### src/rtl/pkg_opengpu.sv
// ============================================================================
// Module : pkg_opengpu
// Brief  : Shared FPU types and floating-point format constants.
// Rev    : 1.0  initial int-to-float additions
// ============================================================================
`default_nettype none

package pkg_opengpu;

    localparam int DATA_WIDTH    = 32;
    localparam int FP_EXP_WIDTH  = 8;
    localparam int FP_MANT_WIDTH = 23;
    localparam int FP_EXP_BIAS   = 127;

    typedef enum logic [3:0] {
        FPU_ADD     = 4'd0,
        FPU_SUB     = 4'd1,
        FPU_MUL     = 4'd2,
        FPU_CMP     = 4'd3,
        FPU_CVT_F2I = 4'd4,
        FPU_CVT_I2F = 4'd5,
        FPU_CVT_U2F = 4'd6
    } fpu_op_t;

    typedef enum logic [1:0] {
        I2F_IDLE  = 2'd0,
        I2F_NORM  = 2'd1,
        I2F_ROUND = 2'd2,
        I2F_DONE  = 2'd3
    } i2f_state_t;

endpackage

`default_nettype wire

### src/rtl/fp_round_rne.sv
// ============================================================================
// Module : fp_round_rne
// Brief  : Round-to-nearest-even of a normalised magnitude into exp/fraction.
// Rev    : 1.0  initial
// ============================================================================
`default_nettype none

module fp_round_rne
    import pkg_opengpu::*;
(
    input  logic [DATA_WIDTH-1:0]                 mag,
    input  logic [FP_EXP_WIDTH-1:0]               exp_in,
    output logic [FP_EXP_WIDTH+FP_MANT_WIDTH-1:0] exp_frac,
    output logic                                  inexact
);

    localparam int GUARD_BIT = DATA_WIDTH - FP_MANT_WIDTH - 2;

    logic                      guard;
    logic                      sticky;
    logic                      lsb;
    logic                      round_up;
    logic [FP_MANT_WIDTH:0]    frac_sum;
    logic [FP_EXP_WIDTH-1:0]   exp_out;
    logic [FP_MANT_WIDTH-1:0]  frac_out;
    // The leading one is implicit in the packed format.
    logic                      unused_lead;

    assign unused_lead = mag[DATA_WIDTH-1];
    assign guard       = mag[GUARD_BIT];
    assign sticky      = |mag[GUARD_BIT-1:0];
    assign lsb         = mag[GUARD_BIT+1];
    assign round_up    = guard & (sticky | lsb);
    assign frac_sum    = {1'b0, mag[DATA_WIDTH-2:GUARD_BIT+1]}
                       + {{FP_MANT_WIDTH{1'b0}}, round_up};

    always_comb begin
        exp_out  = exp_in;
        frac_out = frac_sum[FP_MANT_WIDTH-1:0];
        if (frac_sum[FP_MANT_WIDTH]) begin
            exp_out  = exp_in + 1'b1;
            frac_out = '0;
        end
    end

    assign exp_frac = {exp_out, frac_out};
    assign inexact  = guard | sticky;

endmodule

`default_nettype wire

### src/rtl/fp_int_to_float.sv
// ============================================================================
// Module : fp_int_to_float
// Brief  : Iterative FCVT.S.W / FCVT.S.WU converter with valid/ready handshake.
// Rev    : 1.0  initial
// ============================================================================
`default_nettype none

module fp_int_to_float
    import pkg_opengpu::*;
#(
    parameter int TAG_WIDTH = 5
) (
    input  logic                  clk,
    input  logic                  rst,
    input  logic                  in_valid,
    output logic                  in_ready,
    input  logic [DATA_WIDTH-1:0] operand,
    input  fpu_op_t               fpu_op,
    input  logic [TAG_WIDTH-1:0]  in_tag,
    output logic                  out_valid,
    input  logic                  out_ready,
    output logic [DATA_WIDTH-1:0] result,
    output logic [TAG_WIDTH-1:0]  out_tag,
    output logic                  flag_inexact
);

    localparam logic [FP_EXP_WIDTH-1:0] EXP_START = FP_EXP_WIDTH'(FP_EXP_BIAS + 31);

    i2f_state_t                        state;
    fpu_op_t                           op_q;
    logic                              sign_q;
    logic [DATA_WIDTH-1:0]             mag_q;
    logic [FP_EXP_WIDTH-1:0]           exp_q;

    logic                              accept;
    logic                              is_signed;
    logic                              supported;
    logic [DATA_WIDTH-1:0]             in_mag;
    logic [FP_EXP_WIDTH+FP_MANT_WIDTH-1:0] rnd_exp_frac;
    logic                              rnd_inexact;

    assign in_ready  = (state == I2F_IDLE) && !rst;
    assign accept    = in_valid && in_ready;
    assign out_valid = (state == I2F_DONE);

    assign is_signed = (fpu_op == FPU_CVT_I2F);
    assign supported = is_signed || (fpu_op == FPU_CVT_U2F);
    // Negating INT_MIN wraps back to 0x80000000, which is the correct magnitude.
    assign in_mag    = (is_signed && operand[DATA_WIDTH-1]) ? (~operand + 1'b1) : operand;

    fp_round_rne u_round (
        .mag      (mag_q),
        .exp_in   (exp_q),
        .exp_frac (rnd_exp_frac),
        .inexact  (rnd_inexact)
    );

    always_ff @(posedge clk) begin
        if (rst) begin
            state        <= I2F_IDLE;
            op_q         <= FPU_ADD;
            sign_q       <= 1'b0;
            mag_q        <= '0;
            exp_q        <= '0;
            result       <= '0;
            out_tag      <= '0;
            flag_inexact <= 1'b0;
        end else begin
            case (state)
                I2F_IDLE: begin
                    if (accept) begin
                        op_q    <= fpu_op;
                        sign_q  <= operand[DATA_WIDTH-1];
                        mag_q   <= in_mag;
                        exp_q   <= EXP_START;
                        out_tag <= in_tag;
                        if (!supported || (in_mag == '0)) begin
                            result       <= '0;
                            flag_inexact <= 1'b0;
                            state        <= I2F_DONE;
                        end else begin
                            state <= I2F_NORM;
                        end
                    end
                end
                I2F_NORM: begin
                    if (mag_q[DATA_WIDTH-1]) begin
                        state <= I2F_ROUND;
                    end else if (mag_q[DATA_WIDTH-1 -: 4] == 4'd0) begin
                        mag_q <= mag_q << 4;
                        exp_q <= exp_q - FP_EXP_WIDTH'(4);
                    end else begin
                        mag_q <= mag_q << 1;
                        exp_q <= exp_q - FP_EXP_WIDTH'(1);
                    end
                end
                I2F_ROUND: begin
                    result       <= {sign_q && (op_q == FPU_CVT_I2F), rnd_exp_frac};
                    flag_inexact <= rnd_inexact;
                    state        <= I2F_DONE;
                end
                I2F_DONE: begin
                    if (out_ready) begin
                        state <= I2F_IDLE;
                    end
                end
                default: state <= I2F_IDLE;
            endcase
        end
    end

endmodule

`default_nettype wire

### config.mk
export PLATFORM = sky130hd
export DESIGN_NAME = fp_int_to_float
export DESIGN_NICKNAME = d
export VERILOG_FILES = /design/src/rtl/pkg_opengpu.sv /design/src/rtl/fp_round_rne.sv /design/src/rtl/fp_int_to_float.sv
export SDC_FILE = /design/constraint.sdc
export NUM_CORES = 1
export LEC_CHECK = 0
export ABC_AREA = 1
export CORE_ASPECT_RATIO = 1.2
export CORE_MARGIN = 10
export CORE_UTILIZATION = 52
export CTS_CLUSTER_SIZE = 16
export DETAILED_ROUTE_END_ITERATION = 8
export HOLD_SLACK_MARGIN = 0.03
export MAX_ROUTING_LAYER = met4
export PLACE_DENSITY_LB_ADDON = 0.12
export SYNTH_ARGS = -nofsm -noshare
export SYNTH_HDL_FRONTEND = slang
export SYNTH_SLANG_ARGS = --single-unit
### constraint.sdc
create_clock -name clk -period 3.3 [get_ports clk]
set_clock_uncertainty 0.15 [all_clocks]
set_input_delay 0.33 -clock clk [delete_from_list [all_inputs] [get_ports clk]]
set_output_delay 0.33 -clock clk [all_outputs]
set_load 0.02 [all_outputs]
==> reports/results.tsv, run 1 <==
stage	metric	value	unit
global_route	maximum number of pins on one net before global-route repair	55	
detailed_routing	via density per instance	5.24	
synthesis	top cell type's share of synthesized area	0.284	
floorplanning	DIE WIDTH	118	um
sta	Final setup violation count	0	
finish	Area growth, synth to finish	22.2	%
worst_setup_path	startpoint type of the worst setup path	flop	
synthesis	most used flip-flop cell after synthesis	sky130_fd_sc_hd__dfxtp_1	
detailed_routing	total vias in the final route	6509	
sta	number of hold violations in the final report	0	
detailed_routing	total iterations of the first detailed-routing run	5	
cts	clock root buffer	sky130_fd_sc_hd__clkbuf_16	
synthesis	Post-synth EDFFs	0	
worst_setup_path	crit path cell chain	nor2_1 -> nand3_1 -> nor4_1 -> a21oi_1 -> ha_1 -> ha_1 -> nand2_1 -> nor2_1 -> nand3_1 -> nor2_2 -> nand3_1 -> nor2_1 -> nand2_1 -> xor2_1 -> or2_2 -> nand3_1 -> nand2_1 -> nor2_1	
synthesis	xor and xnor area share after synthesis	0.0336	
worst_setup_path	worst-path cell with the longest stage delay	sky130_fd_sc_hd__dfxtp_1	
synthesis	post-synth cell types	39	
worst_setup_path	startpoint of the worst register-to-register path	mag_q[0]	
cts	H-tree levels	3	
sta	Max Freq	341	MHz
global_route	final global-route overflow total	0	
detailed_routing	Initial DRC Count	536	
synthesis	Synth Register Bits	85	
floorplanning	starting utilization of the core area	0.539	
sta	pin slew with the least headroom to its limit	0.842	ns
synthesis	Compound-Gate Fraction of Synth Area	0.156	
sta	RSZ-0062 raised after global routing	false	
placement	quantity of I/O buffers inserted on ports	84	
worst_setup_path	worst setup path endpoint	result[20]	
global_route	global-route wire length before repair	28900	um
synthesis	Syn Area/Cell	5.92	um^2
power	leakage power of the design	3.25	nW
sta	worst-case headroom to the max-slew limit	0.438	
synthesis	fraction of synthesis flops using an asynchronous set or reset pin	0	
sta	fin. max-slew vios	0	
worst_setup_path	arrival time of the worst setup path	3.06	ns
synthesis	post-synthesis share of cell area spent on and, or, nand and nor gates	0.402	
synthesis	net count after synthesis	1069	
sta	final setup TNS	0	ns
sta	period utilisation layout	0.888	
worst_setup_path	capturing element type of the critical path	flop	
finish	final core utilization	0.658	
cts	CTS Hold Bufs	0	
worst_hold_path	type of the tightest min-delay check	reg2reg	
synthesis	largest cells by area after synthesis	sky130_fd_sc_hd__dfxtp_1 28%, sky130_fd_sc_hd__nand2_1 17%, sky130_fd_sc_hd__nor2_1 10%	
worst_setup_path	start point of the critical path	mag_q[0]	
cts	total CTS buffers	9	
synthesis	mapped cell area	6000	um^2
finish	final antenna diode count	0	
synthesis	cell accounting for the most synthesized area	sky130_fd_sc_hd__dfxtp_1	
detailed_routing	final wirelength	17300	um
power	highest ir drop seen on vdd	0.421	mV
detailed_routing	total DRC errors in the routed layout	0	
floorplanning	height of the chip	138	um
global_route	initial antenna violation count	0	
synthesis	synthesized instance count	1013	
cts	TritonCTS clock tree	yes	
cts	number of clock sinks	85	
synthesis	count leader, synth	sky130_fd_sc_hd__nand2_1	
run	Max-Cap Viols	0	
finish	share of cells above drive strength 1	0.0534	
synthesis	adder-cell area share of the yosys netlist	0.0229	
detailed_routing	average wire per cell in the routed design	14.0	um
floorplanning	full die area	16300	um^2
cts	Clk Latency, worst-skew pair	0.34	ns
synthesis	sequential share of the synthesized area	0.284	
cts	Max Buffers Root-to-Sink	2	
floorplanning	core box area	11100	um^2
placement	placer congestion estimate	0.954	
global_route	number of global-route vias before repair	6005	
worst_setup_path	path type of the worst setup path	reg2reg	
worst_setup_path	CP max FO	4	
cts	Reg clk slew, reported paths	0.07	ns
synthesis	commonest cells in the netlist	279 x sky130_fd_sc_hd__nand2_1, 163 x sky130_fd_sc_hd__nor2_1, 106 x sky130_fd_sc_hd__inv_1	
synthesis	number of warnings reported in the yosys synthesis log	0	
detailed_routing	number of antenna-violating nets in the routed design	0	
finish	count of filler cells inserted in the layout	1114	
synthesis	proportion of synthesized area in mux cells	0	
sta	Final min period	2.93	ns
worst_setup_path	Largest stage delay, worst path	0.37	ns
placement	half-perimeter wire length after placement	13200	um
power	areal power density over the cells	892	nW/um^2
worst_setup_path	required time of the critical path	3.43	ns
floorplanning	ports placed on the boundary	85	
worst_setup_path	path depth of the worst reg2reg path	18	
worst_setup_path	critical register-to-register path endpoint	result[20]	
global_route	total global routing track utilization	0.216	
finish	Final #Nets	1138	
worst_setup_path	worst setup slack for register-to-register paths	0.37	ns
synthesis	combinational family with the most area after synthesis	simple AND/OR/NAND/NOR gates	
floorplanning	standard-cell rows	42	
status	run status	finished clean	
## registers in the layout (all words and copies together) (netlist names)
register      cells
mag_q            32
result           32
exp_q             8
out_tag           5
op_q              4
state             2
flag_inexact      1
sign_q            1
## layout by cell type, fill, tap and decap left out, types with 13 or more instances in the layout
master,synthesis,routed
sky130_fd_sc_hd__nand2_1,279,279
sky130_fd_sc_hd__dfxtp_1,85,85
sky130_fd_sc_hd__a21oi_1,41,41
sky130_fd_sc_hd__o21ai_0,65,65
sky130_fd_sc_hd__a31oi_1,34,34
sky130_fd_sc_hd__xor2_1,20,20
sky130_fd_sc_hd__nand3_1,87,87
sky130_fd_sc_hd__inv_1,106,105
sky130_fd_sc_hd__clkdlybuf4s50_1,0,84
sky130_fd_sc_hd__nor2_1,163,161
sky130_fd_sc_hd__nor3_1,13,13
## layout make-up
cell class	instances	area, um^2	area share
Clock buffer	10	239	0.0326
Sequential cell	85	1700	0.232
Inverter	112	420	0.0573
Clock inverter	6	93.8	0.0128
Tap cell	154	193	0.0263
Multi-Input combinational cell	775	3690	0.504
Timing Repair Buffer	99	991	0.135
## critical path, delay by kind of cell (launching register included)
kind,cells,cell delay (ns)
compound gates,1,0.14
fa+ha+maj,2,0.40
xor+xnor,1,0.14
simple gates,14,1.67
flops,1,0.37
## repair_timing
action / in CTS / in global routing
gates resized for setup: 0 / 2
setup endpoints to repair: 0 / 2
buffers inserted: 0 / 0
## routing by layer
layer | track usage | share of wire | up-vias
li1 | - | - | 3426
met1 | 0.265 | 0.45 | 2835
met2 | 0.351 | 0.47 | 206
met3 | 0.0315 | 0.054 | 42
met4 | 0.0867 | 0.026 | 0
met5 | - | 0 | -
## kinds of logic after synthesis
family,count (synthesis)
and+or+nand+nor,577
AOI/OAI and AO/OA,164
buffers and inverters,153
DFF,85
xor gates and xnor gates,23
adders and majority gates,11
## power breakdown
part | switching [W] | internal, W
logic | 0.00226 | 0.00131
clock network | 0.000439 | 0.000689
registers | 0.000386 | 0.00146
total | 0.00309 | 0.00346
## how the worst min path moves through the flow
stage                           from         end  slack (ns)  cells past startpoint
after floorplan            fpu_op[3]     op_q[3]        0.29                      2
after global placement    out_tag[1]  out_tag[1]        0.30                      2
after detailed placement  out_tag[1]  out_tag[1]        0.31                      2
after CTS                 out_tag[1]  out_tag[1]        0.32                      2
after global routing      out_tag[4]  out_tag[4]        0.33                      2
final                     out_tag[2]  out_tag[2]        0.31                      2
## through the flow
step	cells	power (W)	hold WS, ns	worst slack [ns]	instance area (um^2)
after floorplan	1013	0.00431	0.290	0.683	6000
after global placement	1225	0.00533	0.301	0.262	7000
after detailed placement	1225	0.00539	0.307	0.203	7000
after CTS	1241	0.00654	0.317	0.205	7330
after global routing	1241	0.00711	0.333	0.0671	7330
final	1241	0.00654	0.313	0.369	7330
Power figures use the tool's default switching activity.
==> run 2: changes to the inputs <==
- clock period: 3.3 -> 3.09 ns (I/O delays scaled with it)
==> run 2 against run 1 <==
Effect of this change: register-to-register slack lost 0.09 ns; flip-flop and latch count is the same; cell count grew 0.73%; critical path type unchanged; largest power group unchanged.
==> reports/results.tsv, run 2 (synthesis results as in run 1) <==
stage	metric	value	unit	change
finish	Final #Nets	1147		+0.79%
global_route	final global-route overflow total	0		unchanged
placement	placer congestion estimate	0.959		+0.46%
global_route	number of global-route vias before repair	5996		-0.15%
sta	Worst Slack Setup Final	0.281	ns	-0.0889 ns
status	run status	finished clean		
floorplanning	height of the chip	138	um	unchanged
power	leakage power of the design	3.31	nW	+1.8%
floorplanning	DIE WIDTH	118	um	unchanged
floorplanning	core box area	11100	um^2	unchanged
placement	worst setup slack after placement	0.0364	ns	-0.166 ns
cts	clock root buffer	sky130_fd_sc_hd__clkbuf_16		
finish	commonest non-fill, non-tap cells in the layout	279 x sky130_fd_sc_hd__nand2_1, 158 x sky130_fd_sc_hd__nor2_1, 105 x sky130_fd_sc_hd__inv_1		
cts	CTS Hold Bufs	0		unchanged
worst_setup_path	startpoint type of the worst setup path	flop		
power	areal power density over the cells	950	nW/um^2	+6.5%
placement	quantity of I/O buffers inserted on ports	84		unchanged
floorplanning	full die area	16300	um^2	unchanged
worst_setup_path	Largest stage delay, worst path	0.34	ns	-0.03 ns
sta	worst-case headroom to the max-slew limit	0.512		+0.0737
finish	registers with the most flip-flops	mag_q: 32 flops, result: 32 flops, exp_q: 8 flops		
sta	worst hold slack	0.310	ns	-0.00302 ns
worst_setup_path	required time of the critical path	3.23	ns	-0.20 ns
sta	Max Freq	356	MHz	+4.3%
sta	period utilisation layout	0.909		+0.0212
power	PnR Total Power	0.00710	W	+8.6%
run	Max-Cap Viols	0		unchanged
finish	count of placed standard cells in the final layout, fillers left out	1250		+0.73%
finish	final antenna diode count	0		unchanged
sta	Final setup violation count	0		unchanged
detailed_routing	Initial DRC Count	460		-14%
cts	total CTS buffers	9		unchanged
cts	number of clock sinks	85		unchanged
placement	half-perimeter wire length after placement	12500	um	-5.5%
cts	TritonCTS clock tree	yes		
sta	Final min period	2.81	ns	-0.121 ns
detailed_routing	total iterations of the first detailed-routing run	6		+1
finish	leading cell type in the layout, fill and taps excluded	sky130_fd_sc_hd__nand2_1		
worst_setup_path	count of buffer and inverter cells on the critical path	1		+1
detailed_routing	via density per instance	5.19		-1.1%
worst_setup_path	crit-path leading delay family	simple AND/OR/NAND/NOR gates		
global_route	maximum number of pins on one net before global-route repair	55		unchanged
finish	share of cells above drive strength 1	0.0684		+0.0151
worst_setup_path	capturing element type of the critical path	flop		
cts	Reg clk slew, reported paths	0.06	ns	about the same
detailed_routing	total vias in the final route	6487		-0.34%
detailed_routing	total DRC errors in the routed layout	0		unchanged
sta	pin slew with the least headroom to its limit	0.731	ns	-0.110 ns
power	highest ir drop seen on vdd	0.440	mV	+4.5%
floorplanning	standard-cell rows	42		unchanged
worst_setup_path	crit path cell chain	inv_1 -> nand3_1 -> nor4_1 -> a21oi_1 -> ha_2 -> ha_1 -> nand2_1 -> nor2_2 -> nand3_2 -> nor2_4 -> nand2_1 -> nor2_2 -> nand4_1 -> xor2_1 -> or2_2 -> nand3_1 -> nand2_1 -> nor2_1		
sta	fin. max-slew vios	0		unchanged
global_route	initial antenna violation count	0		unchanged
finish	Area growth, synth to finish	24.6	%	
placement	Cell Area, Placed	7050	um^2	+0.82%
floorplanning	starting utilization of the core area	0.539		unchanged
detailed_routing	number of antenna-violating nets in the routed design	0		unchanged
worst_setup_path	path type of the worst setup path	reg2reg		
placement	instance count after placement with tap cells included	1231		+0.49%
global_route	total global routing track utilization	0.209		-0.00701
floorplanning	ports placed on the boundary	85		unchanged
detailed_routing	final wirelength	16800	um	-3.2%
cts	H-tree levels	3		unchanged
cts	Max Buffers Root-to-Sink	2		unchanged
detailed_routing	average wire per cell in the routed design	13.4	um	-3.9%
worst_hold_path	type of the tightest min-delay check	reg2reg		
worst_setup_path	worst-path cell with the longest stage delay	sky130_fd_sc_hd__dfxtp_1		
global_route	global-route wire length before repair	27900	um	-3.5%
finish	Final Cell Area	7480	um^2	+1.9%
worst_setup_path	arrival time of the worst setup path	2.95	ns	-0.11 ns
sta	number of hold violations in the final report	0		unchanged
cts	Clk Latency, worst-skew pair	0.35	ns	about the same
worst_setup_path	CP max FO	3		-1
worst_setup_path	most used cell, CP	sky130_fd_sc_hd__nand2_1		
[run 2: power by group]
group          internal (W)  switching [W]  total, W
Sequential          0.00156       0.000431   0.00199
Combinational       0.00142        0.00240   0.00382
Clock              0.000836       0.000457   0.00129
Total               0.00381        0.00329   0.00710
[run 2: cell type report]
class                           instances  area [um^2]
Multi-Input combinational cell        775         3730
Fill cell                            1055         3660
Sequential cell                        85         1700
Timing Repair Buffer                  108         1070
Inverter                              112          420
Clock buffer                           11          253
Tap cell                              154          193
Clock inverter                          5          104
[run 2: worst reg2reg max path, stage by stage, from the launching register on]
cell and delay [ns]:
sky130_fd_sc_hd__dfxtp_1 0.34, sky130_fd_sc_hd__inv_1 0.07, sky130_fd_sc_hd__nand3_1 0.08, sky130_fd_sc_hd__nor4_1 0.06, sky130_fd_sc_hd__a21oi_1 0.14, sky130_fd_sc_hd__ha_2 0.22, sky130_fd_sc_hd__ha_1 0.16, sky130_fd_sc_hd__nand2_1 0.08
sky130_fd_sc_hd__nor2_2 0.17, sky130_fd_sc_hd__nand3_2 0.12, sky130_fd_sc_hd__nor2_4 0.16, sky130_fd_sc_hd__nand2_1 0.10, sky130_fd_sc_hd__nor2_2 0.15, sky130_fd_sc_hd__nand4_1 0.11, sky130_fd_sc_hd__xor2_1 0.15, sky130_fd_sc_hd__or2_2 0.29
sky130_fd_sc_hd__nand3_1 0.08, sky130_fd_sc_hd__nand2_1 0.05, sky130_fd_sc_hd__nor2_1 0.07
[run 2: metrics by stage]
stage                     TNS (ns)   util
after global placement           0  0.633
after floorplan                  0      -
after CTS                        0  0.665
after detailed placement         0  0.633
final                            0  0.671
after global routing       -0.0774  0.671
[run 2: worst paths after layout]
kind	start	to	slack, ns	cells past startpoint
min	out_tag[2]	out_tag[2]	0.31	2
min reg2reg	out_tag[2]	out_tag[2]	0.31	2
max reg2reg	mag_q[2]	result[22]	0.28	18
max	mag_q[2]	result[22]	0.28	18
[run 2: repair_timing]
| action | in CTS | in global routing |
|---|---|---|
| setup buffers | 0 | 3 |
| endpoints found under the setup margin | 0 | 9 |
| resized for setup | 0 | 12 |
[run 2: per-layer routing]
metal,track usage,vias up,wire (um)
li1,-,3431,-
met1,0.253,2861,7780
met2,0.351,175,7890
met3,0.0397,20,868
met4,0.0543,0,245
met5,-,-,0
